### src/rtl/lt_compare_arbiter_pkg.sv
// Shared definitions for the round-robin less-than compare arbiter:
// datapath width, FSM states and the signed-compare operand bias.
package lt_compare_arbiter_pkg;

  localparam int unsigned DATA_W = 32;

  typedef enum logic [1:0] {
    ST_IDLE = 2'd0,
    ST_EXEC = 2'd1,
    ST_RESP = 2'd2
  } state_t;

  // Flipping the sign bit maps two's-complement order onto unsigned order.
  function automatic logic [DATA_W-1:0] bias_sign(input logic [DATA_W-1:0] v,
                                                  input logic              is_signed);
    return {v[DATA_W-1] ^ is_signed, v[DATA_W-2:0]};
  endfunction

endpackage

### src/rtl/lt_compare_arbiter_lt32_core.sv
// Combinational exact unsigned a < b over the full datapath width.
module lt32_core
  import lt_compare_arbiter_pkg::*;
(
  input  logic [DATA_W-1:0] i_a,
  input  logic [DATA_W-1:0] i_b,
  output logic              o_lt
);

  assign o_lt = (i_a < i_b);

endmodule

### src/rtl/lt_compare_arbiter.sv
// Shares one 32-bit less-than comparator among NREQ requesters with a
// round-robin grant; results return tagged with the requester index.
module lt_compare_arbiter
  import lt_compare_arbiter_pkg::*;
#(
  parameter int unsigned NREQ  = 4,
  parameter int unsigned ID_W  = 2,
  parameter int unsigned CNT_W = 16
) (
  input  logic                     clk,
  input  logic                     reset_n,
  input  logic [NREQ-1:0]          req_valid,
  output logic [NREQ-1:0]          req_ready,
  input  logic [NREQ*DATA_W-1:0]   req_a,
  input  logic [NREQ*DATA_W-1:0]   req_b,
  input  logic [NREQ-1:0]          req_signed,
  output logic                     rsp_valid,
  input  logic                     rsp_ready,
  output logic                     rsp_lt,
  output logic [ID_W-1:0]          rsp_id,
  output logic                     busy,
  output logic [CNT_W-1:0]         resp_count
);

  state_t            r_state, w_next;
  logic [ID_W-1:0]   r_rr_ptr;
  logic [DATA_W-1:0] r_a, r_b;
  logic              r_signed;
  logic [ID_W-1:0]   r_gid;
  logic              r_rsp_valid, r_rsp_lt;
  logic [ID_W-1:0]   r_rsp_id;
  logic [CNT_W-1:0]  r_count;

  logic [ID_W-1:0]   w_pick_idx;
  logic              w_pick_found;
  logic              w_grant_en;
  logic [DATA_W-1:0] w_sel_a, w_sel_b, w_core_a, w_core_b;
  logic              w_core_lt;

  // First valid requester strictly after r_rr_ptr, wrapping.
  always_comb begin
    logic [ID_W-1:0] cand;
    w_pick_idx   = '0;
    w_pick_found = 1'b0;
    cand         = '0;
    for (int unsigned k = 1; k <= NREQ; k++) begin
      cand = ID_W'((32'(r_rr_ptr) + k) % NREQ);
      if (!w_pick_found && req_valid[cand]) begin
        w_pick_found = 1'b1;
        w_pick_idx   = cand;
      end
    end
  end

  assign w_grant_en = reset_n && w_pick_found &&
                      ((r_state == ST_IDLE) || ((r_state == ST_RESP) && rsp_ready));
  assign req_ready  = w_grant_en ? (NREQ'(1) << w_pick_idx) : '0;

  assign w_sel_a = req_a[32'(w_pick_idx) * DATA_W +: DATA_W];
  assign w_sel_b = req_b[32'(w_pick_idx) * DATA_W +: DATA_W];

  assign w_core_a = bias_sign(r_a, r_signed);
  assign w_core_b = bias_sign(r_b, r_signed);

  lt32_core u_core (
    .i_a  (w_core_a),
    .i_b  (w_core_b),
    .o_lt (w_core_lt)
  );

  always_ff @(posedge clk) begin
    if (!reset_n) r_state <= ST_IDLE;
    else          r_state <= w_next;
  end

  always_comb begin
    w_next = r_state;
    unique case (r_state)
      ST_IDLE: if (w_grant_en) w_next = ST_EXEC;
      ST_EXEC: w_next = ST_RESP;
      ST_RESP: if (rsp_ready) w_next = w_grant_en ? ST_EXEC : ST_IDLE;
      default: w_next = ST_IDLE;
    endcase
  end

  // rsp_valid drops on every completed handshake, including a back-to-back
  // regrant, so the EXEC cycle never re-presents an already consumed result.
  always_ff @(posedge clk) begin
    if (!reset_n) begin
      r_rr_ptr    <= ID_W'(NREQ - 1);
      r_a         <= '0;
      r_b         <= '0;
      r_signed    <= 1'b0;
      r_gid       <= '0;
      r_rsp_valid <= 1'b0;
      r_rsp_lt    <= 1'b0;
      r_rsp_id    <= '0;
      r_count     <= '0;
    end else begin
      if (w_grant_en) begin
        r_a      <= w_sel_a;
        r_b      <= w_sel_b;
        r_signed <= req_signed[w_pick_idx];
        r_gid    <= w_pick_idx;
        r_rr_ptr <= w_pick_idx;
      end
      if (r_state == ST_EXEC) begin
        r_rsp_lt    <= w_core_lt;
        r_rsp_id    <= r_gid;
        r_rsp_valid <= 1'b1;
      end else if ((r_state == ST_RESP) && rsp_ready) begin
        r_rsp_valid <= 1'b0;
        r_count     <= r_count + CNT_W'(1);
      end
    end
  end

  assign rsp_valid  = r_rsp_valid;
  assign rsp_lt     = r_rsp_lt;
  assign rsp_id     = r_rsp_id;
  assign busy       = (r_state != ST_IDLE);
  assign resp_count = r_count;

endmodule

### config.mk
export PLATFORM = sky130hd
export DESIGN_NAME = lt_compare_arbiter
export DESIGN_NICKNAME = d
export VERILOG_FILES = /design/src/rtl/lt_compare_arbiter_pkg.sv /design/src/rtl/lt_compare_arbiter_lt32_core.sv /design/src/rtl/lt_compare_arbiter.sv
export SDC_FILE = /design/constraint.sdc
export NUM_CORES = 1
export LEC_CHECK = 0
export BUFFER_PORTS_ARGS = -buffer_cell sky130_fd_sc_hd__buf_2
export CORE_ASPECT_RATIO = 1.25
export CORE_MARGIN = 5
export CORE_UTILIZATION = 37
export DETAILED_ROUTE_END_ITERATION = 8
export PLACE_DENSITY_LB_ADDON = 0.05
export SLEW_MARGIN = 10
export SYNTH_ARGS = -nofsm -noshare
export SYNTH_HDL_FRONTEND = slang
export SYNTH_HIERARCHICAL = 1
export SYNTH_SLANG_ARGS = --single-unit
### constraint.sdc
create_clock -name clk -period 2.6 [get_ports clk]
set_clock_uncertainty 0.1 [all_clocks]
set_input_delay 0.13 -clock clk [delete_from_list [all_inputs] [get_ports clk]]
set_output_delay 0.13 -clock clk [all_outputs]
set_load 0.05 [all_outputs]
==> metrics.txt <==
PortBufs 291; most frequent cells in the layout buf_2, dfxtp_1, nand2_1; Final Max Slew Viols 0; initial core utilization 0.377; Final HPWL DP 17.7 mm; Post-CTS Setup Inserts 0; Die H 159 um; worst vdd ir 0.338 mV; Multi-input gate area 4320 um2; hold_sp req_b[76]; Leak 4.39 nW; final std cells w/o fill 1326; CP Max Fanout 25; r2r endpoint r_a[22]$_SDFFE_PN0P_; Crit path required time 2.37 ns; Worst-Margin Slew 0.587 ns; Distinct cells, synth 51; Post-Synthesis Net Count 1072; Crit path largest cell delay 0.53 ns; Crit path top cell by count nor2_1; Post-Syn Area 6590 um2; drt first pass iters 4; PnR Total Power 0.00535 W; Clock Latency Late Sink 0.34 ns; fill count 1790; RR Startpoint r_rr_ptr[0]$_SDFFE_PN1P_; Synth async-reset ratio 0; register area share after synthesis 0.276; final hold slack 0.00294 ns; DR DRC count 0; final number of hold-violating endpoints 0; top-level I/O count 292; Avg Vias per Cell 5.37; CP Capture Type output pin; Pwr Density 575 nW/um2; max_cap viols 0; hold path depth 3; Top FF cell, synth dfxtp_1; WL/cell 18.3 um; gpl congestion 0.811; Clk pin slew, worst setup/hold paths 0.07 ns; CP cell instances o21ai_0 > nor2_1 > o21ai_4 > buf_12 > nor2_1 > buf_2; Final period util 0.954; total number of yosys warnings 6; layout cells sized above 1 0.338; EDFF count, synth 0; Clock Sink Count 91; CTS tree built; status finished, final reports clean; synthesis-to-finish area growth 41.0%; Nets 1394; GR Util All Layers 0.227; Num CTS Buffers 9; Max Fclk 403 MHz; total die area 20600 um2; Die Width 129 um; core footprint 17500 um2; Max Root-Sink Buffers 2; number of global-route vias before repair 7424; Hold WC Path Type input port to register; crit path DAT 2.25 ns; initial antenna violation count 3; Hold EP r_b[12]$_SDFFE_PN0P_; dpl cells 1240; Vias 7116; CP Class register to output pin; type of origin of the critical path register; CP max stage cell dfxtp_1; Final setup viols 0; RSZ-0062 raised after global routing no; final core utilization 0.531; R2R depth 7; Syn Inst Count 773; R2R Setup Slk 0.18 ns; 1st-iter DRT viols 240; Syn Area/Cell 8.52 um2; H-tree depth 3; setup TNS 0 ns; CTS Root Cell clkbuf_16; largest net degree at the start of global routing 66; slew margin rel. 0.607; row count 54; first-pass GRT wire length 37.4 mm; total grt overflow 0; Synth Register Bits 91; final WL 24.2 mm; commonest non-fill, non-tap cell in the layout buf_2; crit path time final 2.48 ns; Antenna Nets Post-Route 0; storage element area 1820 um2
## logic make-up (layout without fill, tap and decap cells)
| kind of cell | Yosys count | after routing | synth area share |
|---|---|---|---|
| AO/OA/AOI/OAI | 235 | 236 | 0.276 |
| XOR/XNOR | 17 | 17 | 0.0226 |
| adder cells (fa/ha/maj) | 32 | 32 | 0.0608 |
| buffers and inverters | 108 | 434 | 0.0801 |
| flip-flops | 91 | 91 | 0.276 |
| multiplexers | 68 | 68 | 0.103 |
| other | 0 | 2 | 0 |
| AND/OR/NAND/NOR | 222 | 222 | 0.180 |
## per-layer routing
layer / track usage / vias to the layer above / wire, um
li1: - / 3538 / -
met1: 0.265 / 3273 / 9390
met2: 0.409 / 260 / 12700
met3: 0.0302 / 43 / 1430
met4: 0.0917 / 2 / 723
met5: 0 / - / 11
## worst max-delay path by stage
| stage | startpoint | end | cells after the start |
|---|---|---|---|
| after floorplan | r_rr_ptr[0]$_SDFFE_PN1P_ | req_ready[2] | 7 |
| after global placement | r_rr_ptr[0]$_SDFFE_PN1P_ | r_b[15]$_SDFFE_PN0P_ | 5 |
| after detailed placement | r_rr_ptr[0]$_SDFFE_PN1P_ | r_b[30]$_SDFFE_PN0P_ | 5 |
| after CTS | r_rr_ptr[0]$_SDFFE_PN1P_ | req_ready[3] | 5 |
| after global routing | r_rr_ptr[1]$_SDFFE_PN1P_ | req_ready[0] | 6 |
| final | r_rr_ptr[1]$_SDFFE_PN1P_ | req_ready[1] | 6 |
## worst max-delay path: cells and delay by family, from the launching register on
kind                   cells  cell delay (ns)
buffers and inverters      2             0.49
AND/OR/NAND/NOR            2             0.49
AO/OA/AOI/OAI              2             0.37
flip-flops                 1             0.53
## area by class of cell
type	count	share of cell area
clock buffers	9	0.0242
repair buffers	385	0.263
diodes	2	0.000539
multi-input cells	575	0.465
clock inverters	7	0.00808
flip-flops and latches	91	0.196
inverters	33	0.0133
well taps	224	0.0302
## through the flow
step / area (um2) / worst slack (ns)
after floorplan: 6590 / 0.366
after global placement: 8290 / 0.409
after detailed placement: 8290 / 0.379
after CTS: 9250 / 0.0197
after global routing: 9290 / 0.0367
final: 9290 / 0.119
## Yosys cell counts (11+ instances only)
library cell	instances	area (um2)
o31ai_1	65	488
ha_1	32	400
clkbuf_1	27	101
nand2_1	85	319
nor2_1	12	45.0
buf_2	23	115
nand4_1	71	444
mux2i_1	68	681
a21oi_1	13	65.1
o211ai_2	17	213
and2_1	14	87.6
a21o_1	68	510
o211ai_1	48	360
xnor2_1	11	96.3
inv_1	32	120
dfxtp_1	91	1820
## state kept, by name (all words and copies together), names as in the netlist
| name | count |
|---|---|
| r_a | 32 |
| r_b | 32 |
| r_gid | 2 |
| r_rr_ptr | 2 |
| r_signed | 1 |
| r_state | 2 |
| resp_count | 16 |
| rsp_id | 2 |
| rsp_lt | 1 |
| rsp_valid | 1 |
## report_power, final
group	leakage [nW]	internal [W]	total, W	switching, W
clock network	0.150	0.000752	0.00134	0.000587
registers	0.750	0.00163	0.00180	0.000168
logic	3.49	0.00105	0.00221	0.00116
total	4.39	0.00343	0.00535	0.00191
## repair_timing
item / 4_1_cts / 5_1_grt
endpoints found under the hold margin: 37 / 1
resized for setup: 0 / 3
endpoints found under the setup margin: 0 / 18
hold buffers: 66 / 1
Note: power is estimated with default switching activity, not from simulation.
